==> src/rtl/mem_port_arbiter_pkg.sv <==
// Shared widths, requester ids and the command bundle for the
// memory port arbiter.
package mem_port_arbiter_pkg;

    localparam int ADDR_W = 8;
    localparam int DATA_W = 8;
    localparam int NREQ   = 3;
    localparam int ID_W   = 2;

    typedef logic [ID_W-1:0] req_id_t;

    localparam req_id_t REQ_FETCH = 2'd0;
    localparam req_id_t REQ_DATA  = 2'd1;
    localparam req_id_t REQ_LOAD  = 2'd2;

    typedef struct packed {
        logic              we;
        logic [ADDR_W-1:0] addr;
        logic [DATA_W-1:0] wdata;
        req_id_t           id;
    } cmd_t;

    // Next requester id, wrapping modulo NREQ.
    function automatic req_id_t next_id(req_id_t id);
        return (int'(id) >= NREQ - 1) ? '0 : id + 2'd1;
    endfunction

endpackage

==> src/rtl/mem_port_arbiter_if.sv <==
// Requester handshake plus memory port bundle. master = requesters
// and memory, slave = the arbiter.
interface mem_port_arbiter_if;
    import mem_port_arbiter_pkg::*;

    logic [NREQ-1:0]        req;
    logic [NREQ-1:0]        req_we;
    logic [NREQ*ADDR_W-1:0] req_addr;
    logic [NREQ*DATA_W-1:0] req_wdata;
    logic [NREQ-1:0]        gnt;
    logic                   rvalid;
    req_id_t                rid;
    logic [DATA_W-1:0]      rdata;
    logic [ADDR_W-1:0]      mem_addr;
    logic [DATA_W-1:0]      mem_wdata;
    logic                   mem_we;
    logic [DATA_W-1:0]      mem_rdata;

    modport master (
        output req, req_we, req_addr, req_wdata, mem_rdata,
        input  gnt, rvalid, rid, rdata, mem_addr, mem_wdata, mem_we
    );

    modport slave (
        input  req, req_we, req_addr, req_wdata, mem_rdata,
        output gnt, rvalid, rid, rdata, mem_addr, mem_wdata, mem_we
    );

endinterface

==> src/rtl/mem_port_arbiter_arb_pick.sv <==
// Combinational NREQ-way picker: first requester found searching
// from start upward (mod NREQ) gets the one-hot grant.
module arb_pick
    import mem_port_arbiter_pkg::*;
(
    input  logic [NREQ-1:0] req,
    input  req_id_t         start,
    output logic [NREQ-1:0] gnt,
    output req_id_t         id,
    output logic            any
);

    // Rotating search; the first hit blocks all later candidates.
    always_comb begin
        int unsigned idx;
        idx = 0;
        gnt = '0;
        id  = '0;
        any = 1'b0;
        for (int k = 0; k < NREQ; k++) begin
            idx = (int'(start) + k) % NREQ;
            if (!any && req[idx]) begin
                any      = 1'b1;
                gnt[idx] = 1'b1;
                id       = req_id_t'(idx);
            end
        end
    end

endmodule

==> src/rtl/mem_port_arbiter.sv <==
// Three-way memory port arbiter with capture/memory/response stages.
// Define ARB_ROUND_ROBIN_EN for round-robin, else fixed priority.
module mem_port_arbiter
    import mem_port_arbiter_pkg::*;
(
    input logic              clk,
    input logic              rst_n,
    mem_port_arbiter_if.slave bus
);

    logic [NREQ-1:0] pick_gnt;
    req_id_t         pick_id;
    logic            pick_any;
    req_id_t         start;
    logic            xfer;
    cmd_t            sel;
    cmd_t            cmd;
    logic            cmd_valid;
    logic            rvalid_q;
    req_id_t         rid_q;
    logic [DATA_W-1:0] rdata_q;

`ifdef ARB_ROUND_ROBIN_EN
    req_id_t rr_ptr;

    // Winner's successor becomes highest priority next time.
    always_ff @(posedge clk) begin
        if (!rst_n) begin
            rr_ptr <= '0;
        end else if (xfer) begin
            rr_ptr <= next_id(pick_id);
        end
    end

    assign start = rr_ptr;
`else
    assign start = REQ_FETCH;
`endif

    arb_pick u_pick (
        .req   (bus.req),
        .start (start),
        .gnt   (pick_gnt),
        .id    (pick_id),
        .any   (pick_any)
    );

    // Reset wins over any request, so no grant is shown during it.
    assign bus.gnt = rst_n ? pick_gnt : '0;
    assign xfer    = rst_n & pick_any;

    // One-hot mux of the winner; idle ports never reach the command.
    always_comb begin
        sel = '0;
        for (int i = 0; i < NREQ; i++) begin
            if (pick_gnt[i]) begin
                sel.we    = bus.req_we[i];
                sel.addr  = bus.req_addr[i*ADDR_W +: ADDR_W];
                sel.wdata = bus.req_wdata[i*DATA_W +: DATA_W];
                sel.id    = req_id_t'(i);
            end
        end
    end

    // Capture stage: latch the transferred command.
    always_ff @(posedge clk) begin
        if (!rst_n) begin
            cmd_valid <= 1'b0;
            cmd       <= '0;
        end else if (xfer) begin
            cmd_valid <= 1'b1;
            cmd       <= sel;
        end else begin
            cmd_valid <= 1'b0;
            cmd.we    <= 1'b0;
        end
    end

    // Memory stage. The write is masked during reset so a command
    // caught by the reset edge never commits.
    assign bus.mem_addr  = cmd.addr;
    assign bus.mem_wdata = cmd.wdata;
    assign bus.mem_we    = rst_n & cmd_valid & cmd.we;

    // Response stage: register read data with its owner id.
    always_ff @(posedge clk) begin
        if (!rst_n) begin
            rvalid_q <= 1'b0;
            rid_q    <= '0;
            rdata_q  <= '0;
        end else begin
            rvalid_q <= cmd_valid & ~cmd.we;
            rid_q    <= cmd.id;
            rdata_q  <= bus.mem_rdata;
        end
    end

    assign bus.rvalid = rvalid_q;
    assign bus.rid    = rid_q;
    assign bus.rdata  = rdata_q;

endmodule
==> src/flat_wrapper.sv <==
// flat-port wrapper written by rule: the top's interface ports become plain ports
module mem_port_arbiter_flat import mem_port_arbiter_pkg::*;
  (clk, rst_n, bus_req, bus_req_we, bus_req_addr, bus_req_wdata, bus_mem_rdata, bus_gnt, bus_rvalid, bus_rid, bus_rdata, bus_mem_addr, bus_mem_wdata, bus_mem_we);
  mem_port_arbiter_if bus_i ();
  input logic clk;
  input logic rst_n;
  input wire logic [$bits(bus_i.req)-1:0] bus_req;
  input wire logic [$bits(bus_i.req_we)-1:0] bus_req_we;
  input wire logic [$bits(bus_i.req_addr)-1:0] bus_req_addr;
  input wire logic [$bits(bus_i.req_wdata)-1:0] bus_req_wdata;
  input wire logic [$bits(bus_i.mem_rdata)-1:0] bus_mem_rdata;
  output wire logic [$bits(bus_i.gnt)-1:0] bus_gnt;
  output wire logic [$bits(bus_i.rvalid)-1:0] bus_rvalid;
  output wire logic [$bits(bus_i.rid)-1:0] bus_rid;
  output wire logic [$bits(bus_i.rdata)-1:0] bus_rdata;
  output wire logic [$bits(bus_i.mem_addr)-1:0] bus_mem_addr;
  output wire logic [$bits(bus_i.mem_wdata)-1:0] bus_mem_wdata;
  output wire logic [$bits(bus_i.mem_we)-1:0] bus_mem_we;
  assign bus_i.req = bus_req;
  assign bus_i.req_we = bus_req_we;
  assign bus_i.req_addr = bus_req_addr;
  assign bus_i.req_wdata = bus_req_wdata;
  assign bus_i.mem_rdata = bus_mem_rdata;
  assign bus_gnt = bus_i.gnt;
  assign bus_rvalid = bus_i.rvalid;
  assign bus_rid = bus_i.rid;
  assign bus_rdata = bus_i.rdata;
  assign bus_mem_addr = bus_i.mem_addr;
  assign bus_mem_wdata = bus_i.mem_wdata;
  assign bus_mem_we = bus_i.mem_we;
  mem_port_arbiter u_core (.clk(clk), .rst_n(rst_n), .bus(bus_i));
endmodule
==> config.mk <==
export PLATFORM = sky130hd
export DESIGN_NAME = mem_port_arbiter_flat
export DESIGN_NICKNAME = d
export VERILOG_FILES = /design/src/rtl/mem_port_arbiter_pkg.sv /design/src/rtl/mem_port_arbiter_if.sv /design/src/rtl/mem_port_arbiter_arb_pick.sv /design/src/rtl/mem_port_arbiter.sv /design/src/flat_wrapper.sv
export SDC_FILE = /design/constraint.sdc
export NUM_CORES = 1
export LEC_CHECK = 0
export CORE_MARGIN = 2
export CORE_UTILIZATION = 33
export CTS_CLUSTER_SIZE = 40
export DETAILED_ROUTE_END_ITERATION = 7
export GPL_ROUTABILITY_DRIVEN = 0
export PLACE_DENSITY = 0.77
export SLEW_MARGIN = 20
export SYNTH_ARGS = -nofsm -noshare
export SYNTH_HDL_FRONTEND = slang
export SYNTH_SLANG_ARGS = --single-unit
==> constraint.sdc <==
create_clock -name clk -period 1.1 [get_ports clk]
set_input_delay 0.22 -clock clk [delete_from_list [all_inputs] [get_ports clk]]
set_output_delay 0.22 -clock clk [all_outputs]
set_load 0.02 [all_outputs]
==> Yosys cells after proc, flatten, opt, wreduce, memory -nomap -nowiden <==
Index checks and enable logic that the tools add are counted.
{ "word_totals": {"rom_bits": 0, "latchBits": 0, "register_bits": 31, "mem_bits_rw": 0, "n_memories": 0} }
{ "op_classes": {"eq_ne": 0, "n_div": 0, "n_shift": 0, "bitwise_logic": 5, "n_reduce_logical": 5, "n_lt_le_gt_ge": 0, "n_mul": 0, "addsub": 0, "n_mux": 11} }
{ "ops": {"columns": ["cell", "count"], "rows": [
  ["2-to-1 mux 19 bit", 3],
  ["2-to-1 mux 3 bit", 2],
  ["2-to-1 mux 1 bit", 5],
  ["AND 1 bit", 4],
  ["logical AND 1 bit", 2],
  ["zero test 1 bit", 2],
  ["2-to-1 mux 2 bit", 1],
  ["AND reduction 2 bit", 1],
  ["inverter 1 bit", 1]
]} }

==> Logic depth before layout (Yosys ltp) <==
{ "depth": {"ltp_word": 10, "mapped_depth": 4} }

==> Hierarchy <==
A second synthesis with hierarchy kept.
{ "hier_totals": {"cells_unflattened": 223, "hier_area_um2": 2090.8} }
{ "by_module_without_submodules": {"columns": ["mod", "seq_area_each_um2", "cells_per_inst", "n_inst", "area_per_inst_um2"], "rows": [
  ["mem_port_arbiter", 620.6, 171, 1, 1709.1],
  ["arb_pick", 0.0, 52, 1, 381.6]
]} }

==> Worst setup path after synthesis <==
Ideal clock, no wire load.
{ "synth_timing": {"path_kind": "in2out", "from": "input bus_req[0]", "to": "output bus_gnt[2]", "cell_stages": 4, "t_arrival_ps": 1173, "n_path_buf": 2, "required_time_ps": 880, "setup_slack_ps": -293, "cell_sequence": "or3b_1 > buf_2 > buf_6 > nor2_1"} }
{ "synth_via": {"elab_chain_len": 8} }
{ "synth_rtl": {"columns": ["element", "line_no", "rtl"], "rows": [
  ["start, declared", "flat_wrapper.sv:7", "input wire logic [$bits(bus_i.req)-1:0] bus_req;"],
  ["2-to-1 mux 1 bit (*)", "mem_port_arbiter_arb_pick.sv:22", "if (!any && req[idx]) begin"],
  ["zero test 1 bit", "mem_port_arbiter_arb_pick.sv:22", null],
  ["logical AND 1 bit", "mem_port_arbiter_arb_pick.sv:22", null],
  ["2-to-1 mux 1 bit (*)", "mem_port_arbiter_arb_pick.sv:22", null],
  ["zero test 1 bit (*)", "mem_port_arbiter_arb_pick.sv:22", null],
  ["logical AND 1 bit (*)", "mem_port_arbiter_arb_pick.sv:22", null],
  ["2-to-1 mux 3 bit (*)", "mem_port_arbiter_arb_pick.sv:22", null],
  ["2-to-1 mux 3 bit (*)", "mem_port_arbiter.sv:49", "assign bus.gnt = rst_n ? pick_gnt : '0;"],
  ["end, declared", "flat_wrapper.sv:12", "output wire logic [$bits(bus_i.gnt)-1:0] bus_gnt;"]
]} }
Every way passes the cells marked *; elsewhere a longest branch is shown, timed or not.

==> Worst setup path after layout <==
{ "layout_timing": {"from": "input bus_req[1]", "to": "output bus_gnt[2]"} }
{ "layout_via": {"elab_chain_len": 6} }
{ "layout_rtl": {"columns": ["element", "line_no"], "rows": [
  ["logical AND 1 bit", "mem_port_arbiter_arb_pick.sv:22"],
  ["2-to-1 mux 1 bit", "mem_port_arbiter_arb_pick.sv:22"],
  ["zero test 1 bit", "mem_port_arbiter_arb_pick.sv:22"],
  ["logical AND 1 bit", "mem_port_arbiter_arb_pick.sv:22"],
  ["2-to-1 mux 3 bit", "mem_port_arbiter_arb_pick.sv:22"],
  ["2-to-1 mux 3 bit", "mem_port_arbiter.sv:49"]
]} }
Every way passes these cells.

==> results.txt <==
----------------------------------------------------
[Setup path]
  Kind of cell adding the most delay to the critical path ... simple AND/OR/NAND/NOR gates
  Startpoint Class ... primary input
  WP data required ... 0.88 ns
  Register-to-Register Path Depth ... 2
  Critical path, cell by cell ... buf_6, or3b_4, nor2_4, buf_6
  Crit path arrival time ... 0.94 ns
  Maximum fanout encountered on the critical timing path ... 2
  Worst setup path category ... in -> out
  Slowest Stage Delay on Critical Path ... 0.41 ns
  Cell repeated most along the worst path ... sky130_fd_sc_hd__buf_6
  Startpoint of the worst register-to-register path ... u_core.bus.mem_addr[1]
  Slack of the worst reg-to-reg path ... 0.36 ns
  Reg2Reg Capture Point ... u_core.bus.mem_addr[1]
  Logic depth of the worst setup path including buffers ... 4
  Crit path buffers/inverters ... 2
  Kind of end point of the critical path ... output port
  Cell with the largest stage delay on the worst path ... sky130_fd_sc_hd__or3b_4

[Global route]
  First-pass GRT wire length ... 6370 um
  Vias in the first global route ... 1,384
  Overall global routing resource usage ... 16.3%
  Initial antenna violation count ... 0
  Maximum number of pins on one net before global-route repair ... 21
  Sum of overflow across all layers after global routing ... 0

[Die]
  Core area ... 4350 sq um
  Site Rows ... 24
  I/O pin count ... 95
  Chip height ... 71.4 um
  Overall die area ... 5090 sq um
  Starting density of the core ... 34.4%
  Horizontal die dimension ... 71.4 um

[Place]
  Total of buffers placed on input and output ports ... 94
  Placement Setup Slack ... -0.960 ns
  DP HPWL ... 2920 um

[Clocking]
  H-tree depth ... 2
  Inserted Clock Buffers ... 5
  Clock-pin slew on the worst setup and hold paths ... 0.06 ns
  TritonCTS clock tree ... yes
  Clock Tree Buf Depth ... 2
  Clock latency reported for the late side of the worst-skew pair ... 0.27 ns
  Clock sink count ... 31
  Library cell used as clock root buffer ... sky130_fd_sc_hd__clkbuf_8

[Power and ir drop]
  Clk network pwr share ... 37.7%
  Design internal power ... 2310 uW
  Worst VDD drop ... 560 uV
  Switching Power ... 737 uW
  Fraction of power consumed by combinational cells ... 22.0%
  Switching Share ... 24.2%
  P_leak ... 0.00104 uW
  Tot Pwr ... 3050 uW
  PwrDens ... 1240 nW/um^2
  Sequential share of power ... 40.2%

[Synth]
  Synthesized flop and latch total ... 31
  Post-Synthesis Mean Instance Area ... 9.73 sq um
  Number of standard cells after synthesis ... 154
  Xor/xnor share of the synthesized area ... 0%
  Synth cell types ... 21
  Multiplexer share of the synthesized area ... 10.7%
  Post-Synthesis Net Count ... 218
  Combinational family with the most area after synthesis ... simple AND/OR/NAND/NOR gates
  Biggest area contributors in the synthesized netlist ... sky130_fd_sc_hd__dfxtp_1 (41%), sky130_fd_sc_hd__mux2i_1 (11%), sky130_fd_sc_hd__buf_4 (8.0%)
  Synth async-reset ratio ... 0%
  Area fraction in compound gates after synthesis ... 14.1%
  Proportion of netlist area held by the largest area contributor ... 41.4%
  EDFF count, synth ... 0
  Basic-gate share of the synthesized area counting and, or, nand and nor cells ... 21.0%
  Synth Warn # ... 0
  Synthesized-area fraction occupied by adder cells ... 0%
  Most used DFF post-synth ... sky130_fd_sc_hd__dfxtp_1
  Seq/Total Area, Yosys ... 41.4%
  Cell accounting for the most synthesized area ... sky130_fd_sc_hd__dfxtp_1
  Mapped Area ... 1500 sq um

[Cells and area]
  Area growth from synthesis to final layout ... 64.3%
  Commonest non-fill, non-tap cells in the layout ... sky130_fd_sc_hd__clkdlybuf4s50_1 (59), sky130_fd_sc_hd__dfxtp_1 (29), sky130_fd_sc_hd__buf_2 (20)
  Filler Cells Inserted ... 405
  Storage cell area ... 623 sq um
  Total Nets Final ... 301
  Commonest non-fill, non-tap cell in the layout ... sky130_fd_sc_hd__clkdlybuf4s50_1
  Antenna Diode Count ... 0
  Area of the multi-input gates ... 707 sq um
  Core Util, Final ... 56.5%
  Proportion of layout cells with a drive suffix above 1 ... 28.2%

[STA]
  Number of max-slew violations in the final report ... 0
  Remaining max-slew budget at the tightest pin ... 83.7%
  Final Hold Viols ... 0
  Transition time of the tightest slew-check pin ... 0.245 ns
  Unrepaired setup endpoints after global routing ... true
  Maximum clock frequency ... 0.864 GHz
  Worst hold slack across all endpoints ... 0.293 ns
  Finish-stage setup viols ... 2
  Min Tclk post-route ... 1.16 ns
  Post-route fraction of the period consumed by the critical path ... 105%
  Setup Skew ... 0.000438 ns
  Minimum setup slack in the final design ... -0.0577 ns

[Flow run]
  Max-cap viol count ... 0

[Routing]
  Final routed DRC violation total ... 0
  Vias after detailed routing ... 1,395
  Routed length per placed instance ... 13.5 um
  Detail-routed via count per cell ... 4.81
  Antenna-violating nets left ... 0
  Final wirelength ... 3920 um
  Initial DRC count ... 55
  Drt first pass iters ... 4

[Outcome]
  Status ... finished with violations
  Violations in the final reports ... negative setup slack

[Worst hold path]
  Worst min-delay path class ... in -> reg
  Min-delay src ... bus_req[1]
  Hold-critical path endpoint ... u_core.cmd_valid
  Hold path depth ... 4

----------------------------------------------------
-- how the worst max path moves through the flow --
stage          startpoint          to  slack (ns)
2_1_floorplan  bus_req[0]  bus_gnt[2]       -0.13
3_3_place_gp        rst_n  bus_gnt[2]       -0.95
3_5_place_dp        rst_n  bus_gnt[2]       -0.96
4_1_cts        bus_req[1]  bus_gnt[2]       -0.09
5_1_grt        bus_req[1]  bus_gnt[2]       -0.08
6_report       bus_req[1]  bus_gnt[2]       -0.06
-- per-layer routing --
layer / vias up / share of wire (%) / track usage (%)
li1: 690 / - / -
met4: 0 / 0.54 / 5.66
met5: - / 0 / 0
met3: 2 / 7.1 / 5.06
met2: 53 / 51 / 27.6
met1: 650 / 41 / 19.4
-- worst register-to-register path: stages, from the launching register on --
cell	delay, ns
sky130_fd_sc_hd__dfxtp_1	0.31
sky130_fd_sc_hd__mux2i_1	0.19
sky130_fd_sc_hd__o221ai_2	0.12
-- power groups by stage --
stage	Sequential [uW]	Clock, uW	Combinational [uW]
after global routing	1230	1240	723
final	1230	1150	671
after floorplan	1270	0	348
after global placement	1250	0	720
after CTS	1230	1190	692
after detailed placement	1250	0	727
-- Yosys cell counts, types with 2 or more instances --
| cell type | instances |
|---|---|
| sky130_fd_sc_hd__inv_1 | 4 |
| sky130_fd_sc_hd__buf_4 | 16 |
| sky130_fd_sc_hd__o221ai_2 | 8 |
| sky130_fd_sc_hd__dfxtp_1 | 31 |
| sky130_fd_sc_hd__nand2_1 | 2 |
| sky130_fd_sc_hd__buf_2 | 3 |
| sky130_fd_sc_hd__nor2_1 | 5 |
| sky130_fd_sc_hd__and2_1 | 11 |
| sky130_fd_sc_hd__nor3_1 | 2 |
| sky130_fd_sc_hd__clkbuf_1 | 8 |
| sky130_fd_sc_hd__nand3_1 | 16 |
| sky130_fd_sc_hd__o221ai_1 | 8 |
| sky130_fd_sc_hd__nand2b_1 | 17 |
| sky130_fd_sc_hd__mux2i_1 | 16 |
-- kinds of logic after synthesis --
kind of cell | count (synthesis)
buffers and inverters | 32
AO/OA/AOI/OAI | 19
flip-flops | 31
multiplexers | 16
AND/OR/NAND/NOR | 56
-- registers in the layout, indices dropped and copies added (netlist names) --
register / flops
u_core.bus.rid: 2
u_core.bus.mem_addr: 8
u_core.bus.rvalid: 1
u_core.cmd_valid: 1
u_core.bus.mem_wdata: 8
u_core.cmd: 3
u_core.bus.rdata: 8
-- per-stage QoR --
step	area, sq um	std cells	TNS [ns]
4_1_cts	2510	290	-0.107
2_1_floorplan	1520	154	-0.192
5_1_grt	2460	290	-0.209
3_3_place_gp	2420	282	-14.98
6_report	2460	290	-0.0686
3_5_place_dp	2420	282	-15.24
-- layout make-up --
cell class	count	area share, %
multi-input cells	91	28.7
flip-flops and latches	31	25.3
clock buffers	6	3.36
clock inverters	2	1.42
inverters	4	0.610
well taps	52	2.64
repair buffers	104	37.9
-- repair_timing --
action,in CTS,in global routing
resized for setup,134,8
cloned,0,0
pin swaps,3,2
buffers inserted,0,0
endpoints found under the setup margin,51,11
hold buffers,0,0
Note: power is estimated with default switching activity, not from simulation.
